==> config.mk <==
export PLATFORM = sky130hd
export DESIGN_NAME = controller_reader_m
export DESIGN_NICKNAME = d
export VERILOG_FILES = /design/src/rtl/controller_reader_m_pkg.sv /design/src/rtl/controller_reader_m_synchronizer.sv /design/src/rtl/controller_reader_m.sv
export SDC_FILE = /design/constraint.sdc
export NUM_CORES = 1
export LEC_CHECK = 0
export BUFFER_PORTS_ARGS = -buffer_cell sky130_fd_sc_hd__buf_2
export CAP_MARGIN = 5
export CORE_ASPECT_RATIO = 1.25
export CORE_MARGIN = 10
export CORE_UTILIZATION = 31
export CTS_CLUSTER_SIZE = 30
export DETAILED_ROUTE_END_ITERATION = 12
export PLACE_DENSITY = 0.55
export RECOVER_POWER = 25
export SKIP_CTS_REPAIR_TIMING = 1
export SLEW_MARGIN = 20
export SYNTH_ARGS = -nofsm -noshare
export SYNTH_HDL_FRONTEND = slang
export SYNTH_SLANG_ARGS = --single-unit
==> constraint.sdc <==
create_clock -name clk_12_5875 -period 2.4 [get_ports clk_12_5875]
set_input_delay 0.24 -clock clk_12_5875 [delete_from_list [all_inputs] [get_ports clk_12_5875]]
set_output_delay 0.24 -clock clk_12_5875 [all_outputs]
set_load 0.02 [all_outputs]
==> src/rtl/controller_reader_m_pkg.sv <==
// Shared types and constants for the dual NES-style gamepad reader.
// Holds the poll FSM state encoding and the button bit map.
package controller_reader_m_pkg;

    localparam int unsigned NUM_PADS     = 2;
    localparam int unsigned BITS_PER_PAD = 8;

    // Button bit positions in a committed pad byte (1 = pressed)
    localparam int unsigned BTN_A      = 0;
    localparam int unsigned BTN_B      = 1;
    localparam int unsigned BTN_SELECT = 2;
    localparam int unsigned BTN_START  = 3;
    localparam int unsigned BTN_UP     = 4;
    localparam int unsigned BTN_DOWN   = 5;
    localparam int unsigned BTN_LEFT   = 6;
    localparam int unsigned BTN_RIGHT  = 7;

    typedef enum logic [1:0] {
        ST_IDLE   = 2'd0,
        ST_LATCH  = 2'd1,
        ST_SHIFT  = 2'd2,
        ST_COMMIT = 2'd3
    } state_e;

endpackage : controller_reader_m_pkg

==> src/rtl/controller_reader_m_synchronizer.sv <==
// Two-flop synchronizer with parameterized width and reset value,
// used to bring the asynchronous pad data lines into the clock domain.
module synchronizer_m #(
    parameter int unsigned           WIDTH     = 1,
    parameter logic [WIDTH-1:0]      RESET_VAL = '0
) (
    input  logic             clk,
    input  logic             rst,
    input  logic [WIDTH-1:0] d,
    output logic [WIDTH-1:0] q
);

    logic [WIDTH-1:0] meta_r;
    logic [WIDTH-1:0] sync_r;

    // Two-stage capture of the asynchronous input
    always_ff @(posedge clk) begin
        if (rst) begin
            meta_r <= RESET_VAL;
            sync_r <= RESET_VAL;
        end else begin
            meta_r <= d;
            sync_r <= meta_r;
        end
    end

    assign q = sync_r;

endmodule : synchronizer_m

==> src/rtl/controller_reader_m.sv <==
// Polls two serial gamepads on request and serves the last complete
// button state of each pad to CPU reads of the controller range.
module controller_reader_m
    import controller_reader_m_pkg::*;
#(
    parameter int unsigned BIT_CYCLES = 76
) (
    input  logic                clk_12_5875,
    input  logic                rst,
    input  logic                start,
    input  logic                SELECT_controller,
    input  logic                address,
    input  logic                write_enable,
    output logic [7:0]          data_out,
    output logic                data_enable,
    output logic                ctrl_latch,
    output logic                ctrl_clk,
    input  logic [NUM_PADS-1:0] ctrl_data_B,
    output logic                busy
);

    localparam int unsigned   CW        = $clog2(BIT_CYCLES);
    localparam logic [CW-1:0] CNT_ZERO  = CW'(0);
    localparam logic [CW-1:0] CNT_ONE   = CW'(1);
    localparam logic [CW-1:0] CNT_LAST  = CW'(BIT_CYCLES - 1);
    localparam logic [CW-1:0] HALF_LAST = CW'(BIT_CYCLES / 2 - 1);
    localparam logic [2:0]    BIT_LAST  = 3'd7;

    state_e                                   state_r;
    state_e                                   state_nxt_s;
    logic [CW-1:0]                            cnt_r;
    logic [CW-1:0]                            cnt_nxt_s;
    logic [2:0]                               bit_r;
    logic [2:0]                               bit_nxt_s;
    logic                                     sample_s;
    logic                                     commit_s;
    logic [NUM_PADS-1:0]                      data_sync_s;
    logic [NUM_PADS-1:0][BITS_PER_PAD-1:0]    shadow_r;
    logic [NUM_PADS-1:0][BITS_PER_PAD-1:0]    visible_r;
    logic                                     latch_r;
    logic                                     clk_out_r;
    logic                                     busy_r;

    synchronizer_m #(
        .WIDTH     (NUM_PADS),
        .RESET_VAL ({NUM_PADS{1'b1}})
    ) u_data_sync (
        .clk (clk_12_5875),
        .rst (rst),
        .d   (ctrl_data_B),
        .q   (data_sync_s)
    );

    // Poll sequencing: latch pulse, eight shift periods, one commit cycle
    always_comb begin
        state_nxt_s = state_r;
        cnt_nxt_s   = cnt_r;
        bit_nxt_s   = bit_r;
        sample_s    = 1'b0;
        commit_s    = 1'b0;
        case (state_r)
            ST_IDLE: begin
                if (start) begin
                    state_nxt_s = ST_LATCH;
                    cnt_nxt_s   = CNT_ZERO;
                end else begin
                    state_nxt_s = ST_IDLE;
                end
            end
            ST_LATCH: begin
                if (cnt_r == CNT_LAST) begin
                    state_nxt_s = ST_SHIFT;
                    cnt_nxt_s   = CNT_ZERO;
                    bit_nxt_s   = 3'd0;
                end else begin
                    cnt_nxt_s   = cnt_r + CNT_ONE;
                end
            end
            ST_SHIFT: begin
                // Data has settled through the synchronizer by the end of the low half
                if (cnt_r == HALF_LAST) begin
                    sample_s = 1'b1;
                end else begin
                    sample_s = 1'b0;
                end
                if (cnt_r == CNT_LAST) begin
                    cnt_nxt_s = CNT_ZERO;
                    if (bit_r == BIT_LAST) begin
                        state_nxt_s = ST_COMMIT;
                    end else begin
                        bit_nxt_s = bit_r + 3'd1;
                    end
                end else begin
                    cnt_nxt_s = cnt_r + CNT_ONE;
                end
            end
            ST_COMMIT: begin
                commit_s    = 1'b1;
                state_nxt_s = ST_IDLE;
            end
            default: begin
                state_nxt_s = ST_IDLE;
                cnt_nxt_s   = CNT_ZERO;
                bit_nxt_s   = 3'd0;
            end
        endcase
    end

    // State, shift registers, and pad outputs decoded from the next state
    always_ff @(posedge clk_12_5875) begin
        if (rst) begin
            state_r   <= ST_IDLE;
            cnt_r     <= CNT_ZERO;
            bit_r     <= 3'd0;
            shadow_r  <= '0;
            visible_r <= '0;
            latch_r   <= 1'b0;
            clk_out_r <= 1'b1;
            busy_r    <= 1'b0;
        end else begin
            state_r   <= state_nxt_s;
            cnt_r     <= cnt_nxt_s;
            bit_r     <= bit_nxt_s;
            if (sample_s) begin
                for (int p = 0; p < NUM_PADS; p++) begin
                    shadow_r[p] <= {~data_sync_s[p], shadow_r[p][BTN_RIGHT:BTN_B]};
                end
            end
            // Both pads update on the same edge so a read never sees a mix of polls
            if (commit_s) begin
                visible_r <= shadow_r;
            end
            latch_r   <= (state_nxt_s == ST_LATCH);
            clk_out_r <= ~((state_nxt_s == ST_SHIFT) && (cnt_nxt_s <= HALF_LAST));
            busy_r    <= (state_nxt_s != ST_IDLE);
        end
    end

    // CPU read port
    always_comb begin
        data_enable = SELECT_controller & ~write_enable;
        if (data_enable) begin
            data_out = visible_r[address];
        end else begin
            data_out = 8'h00;
        end
    end

    assign ctrl_latch = latch_r;
    assign ctrl_clk   = clk_out_r;
    assign busy       = busy_r;

endmodule : controller_reader_m

==> results.md <==
* Status: complete, no violations
* Setup Skew at 0.00656 ns
* Worst min path class: in -> reg
* Total core area at roughly 0.0073 sq mm
* Synth Net Count at ~260
* Hold Vio Cnt, Final at 0
* Critical Path Max Stage Delay at about 0.44 ns
* First-pass GRT wire length at 8050 um
* EDFF count, synth at 0
* Clock transition at the registers of the reported paths at 0.10 ns
* Initial core utilization at between 30% and 40%
* Min-delay src: ctrl_data_B[0]
* # clock sinks at a little over 50
* Most frequent cells in the layout: nor2_1, dfxtp_1, mux2i_1, clkbuf_1, ha_1
* PD cells at between 600 and 700 mW/mm^2
* CP endpoint kind: flip-flop
* Global route overflow at 0
* Crit-path cells: inv_1 > ha_1 > nor2b_4 > or2_4 > a221o_2 > o22ai_1 > nand4b_1
* DR vias at 1703
* Crit Reg-Reg Startpoint: state_r[0]
* Via density at 4.81
* Type of origin of the critical path: flip-flop
* Initial antenna violation count at 0
* Area of the mapped netlist at roughly 0.0023 sq mm
* Worst-margin pin slew at 1.04 ns
* Critical Path Fanout Max at 7
* Critical Path RT at approximately 2.6 ns
* CP arrival at roughly 2.1 ns
* Post-route ant nets at 0
* Hold Slack at between 0.1 and 0.15 ns
* Max_cap viols at 0
* GRT Util Overall at 8.48%
* Synthesized area per cell at between 9 and 10 sq um
* 1st-pass router iterations at 4
* Most common cell after layout, fill and taps aside: nor2_1
* Flop2flop setup slack at ~0.46 ns
* Hold Crit Endpoint: u_data_sync.meta_r[0]
* Kind of critical path: reg -> reg
* DRC at 0
* Setup tns final at 0 ns
* Slew margin rel. at between 30% and 40%
* Worst Hold Path Cells at 2
* Fmax at 515 MHz
* Largest net degree at the start of global routing at 50
* Vert. Die Dim at 116 um
* CTS buffer count at 5
* RSZ-0062 raised after global routing: false
* Detailed Route WL at about 4700 um
* Synth cell types at 46
* Layout area overhead at 11.4%
* Setup-failing EPs final at 0
* IO buf count at 19
* YS warnings at 0
* Slowest cell on crit path: dfxtp_1
* CTS Root Buffer Type: clkbuf_8
* Die W at 97.1 um
* Post-synthesis register bit count at just over 50
* CTS Buffer Depth at 2
* FF-to-FF End: ctrl_clk
* H-Tree Depth at 2
* CTS tree: yes
* Seq/Total Area, Yosys at between 40% and 50%
* Worst reg-to-reg path cell count at 7
* Placed wire-length estimate at between 3000 and 4000 um
* Die area at approximately 0.011 sq mm
* Crit path max-delay family: simple AND/OR/NAND/NOR gates
* Diodes inserted at 0
* Leakage at roughly 0.93 nW
* GP Congestion at between 0.8 and 0.9
* Final nets at about 280
* DR iter-0 viols at 71
* Worst skew pair latency at around 0.30 ns
* Fraction of registers with async set/reset at 0%
* Synth Flop Type: dfxtp_1
* WP buf/inv at 1
* I/O pin cnt at 20
* Max-slew violation count at 0
* Peak VDD IR at between 0.2 and 0.25 mV
* FP Rows at 35
* Layout cells sized above 1 at around an eighth
* Wirelength per Cell at 13.3 um
* Synth Instances at 244
* Final worst-path cycle share at 80.9%
* Post-layout minimum cycle time at 1.94 ns
* Vias in the first global route at approximately 1700
-- power by group --
part	internal, mW	switching, mW
logic	0.0265	0.0502
clock network	0.314	0.298
registers	0.854	0.00735
total	1.20	0.355
-- Yosys cell counts (4+ instances only) --
library cell | number | area [sq um]
a21oi_1 | 8 | 40.0
clkbuf_1 | 7 | 26.3
dfxtp_1 | 51 | 1020
ha_1 | 9 | 113
inv_1 | 6 | 22.5
mux2i_1 | 38 | 380
nand2_1 | 8 | 30.0
nand2b_1 | 5 | 31.3
nand3_1 | 6 | 30.0
nor2_1 | 52 | 195
nor2b_1 | 4 | 25.0
or2_2 | 4 | 25.0
-- layout make-up --
cell class	count	area, sq um
Inverter	7	26.3
Clock inverter	3	46.3
Timing Repair Buffer	22	100
Sequential cell	51	1020
Tap cell	92	115
Clock buffer	5	68.8
Multi-Input combinational cell	174	1190
Fill cell	775	4750
-- how the worst max path moves through the flow --
stage | startpoint | slack, ns | cells after the start | endpoint
CTS | state_r[0] | 0.46 | 7 | ctrl_clk
detailed placement | state_r[0] | 0.46 | 7 | ctrl_clk
global placement | state_r[0] | 0.53 | 7 | ctrl_clk
global route | state_r[0] | 0.31 | 7 | shadow_r[1]
finish | state_r[0] | 0.46 | 7 | ctrl_clk
floorplan | state_r[0] | 0.52 | 8 | ctrl_clk
-- per-layer routing --
metal  vias up  track usage, %  part of all wire, %
li1        878               -                    -
met1       791            9.88                   48
met2        26            14.4                   48
met3         8            2.60                  2.9
met4         0            3.05                  1.8
met5         -               0                    0
-- flip-flops by register name, indices dropped and copies added, names as in the netlist --
signal	cells
ctrl_clk	1
shadow_r	16
bit_r	3
u_data_sync.meta_r	2
u_data_sync.q	2
visible_r	16
busy	1
state_r	2
ctrl_latch	1
cnt_r	7
-- metrics by stage --
| stage | std cells | instance area (sq um) | util, % | total power [mW] | setup WS [ns] |
|---|---|---|---|---|---|
| final | 354 | 2560 | 35.1 | 1.55 | 0.458 |
| after global routing | 354 | 2560 | 35.1 | 1.62 | 0.307 |
| after CTS | 354 | 2580 | 35.3 | 1.58 | 0.456 |
| after detailed placement | 346 | 2470 | 33.7 | 0.961 | 0.459 |
| after global placement | 346 | 2470 | 33.7 | 0.961 | 0.532 |
| after floorplan | 244 | 2300 | - | 0.942 | 0.516 |
-- logic make-up (layout without fill, tap and decap cells) --
kind of cell	count (synthesis)	after routing	synth area share [%]
flops	51	51	44.3
compound gates	29	29	8.86
buf+inv	19	37	4.35
mux	39	39	17.0
simple gates	97	97	20.5
fa+ha+maj	9	9	4.89
-- worst register-to-register path: stages, from the launching register on --
cell      delay (ns)
dfxtp_1         0.44
inv_1           0.10
ha_1            0.26
nor2b_4         0.16
or2_4           0.26
a221o_2         0.40
o22ai_1         0.12
nand4b_1        0.11
No activity file was read; power rests on OpenSTA's default activity.
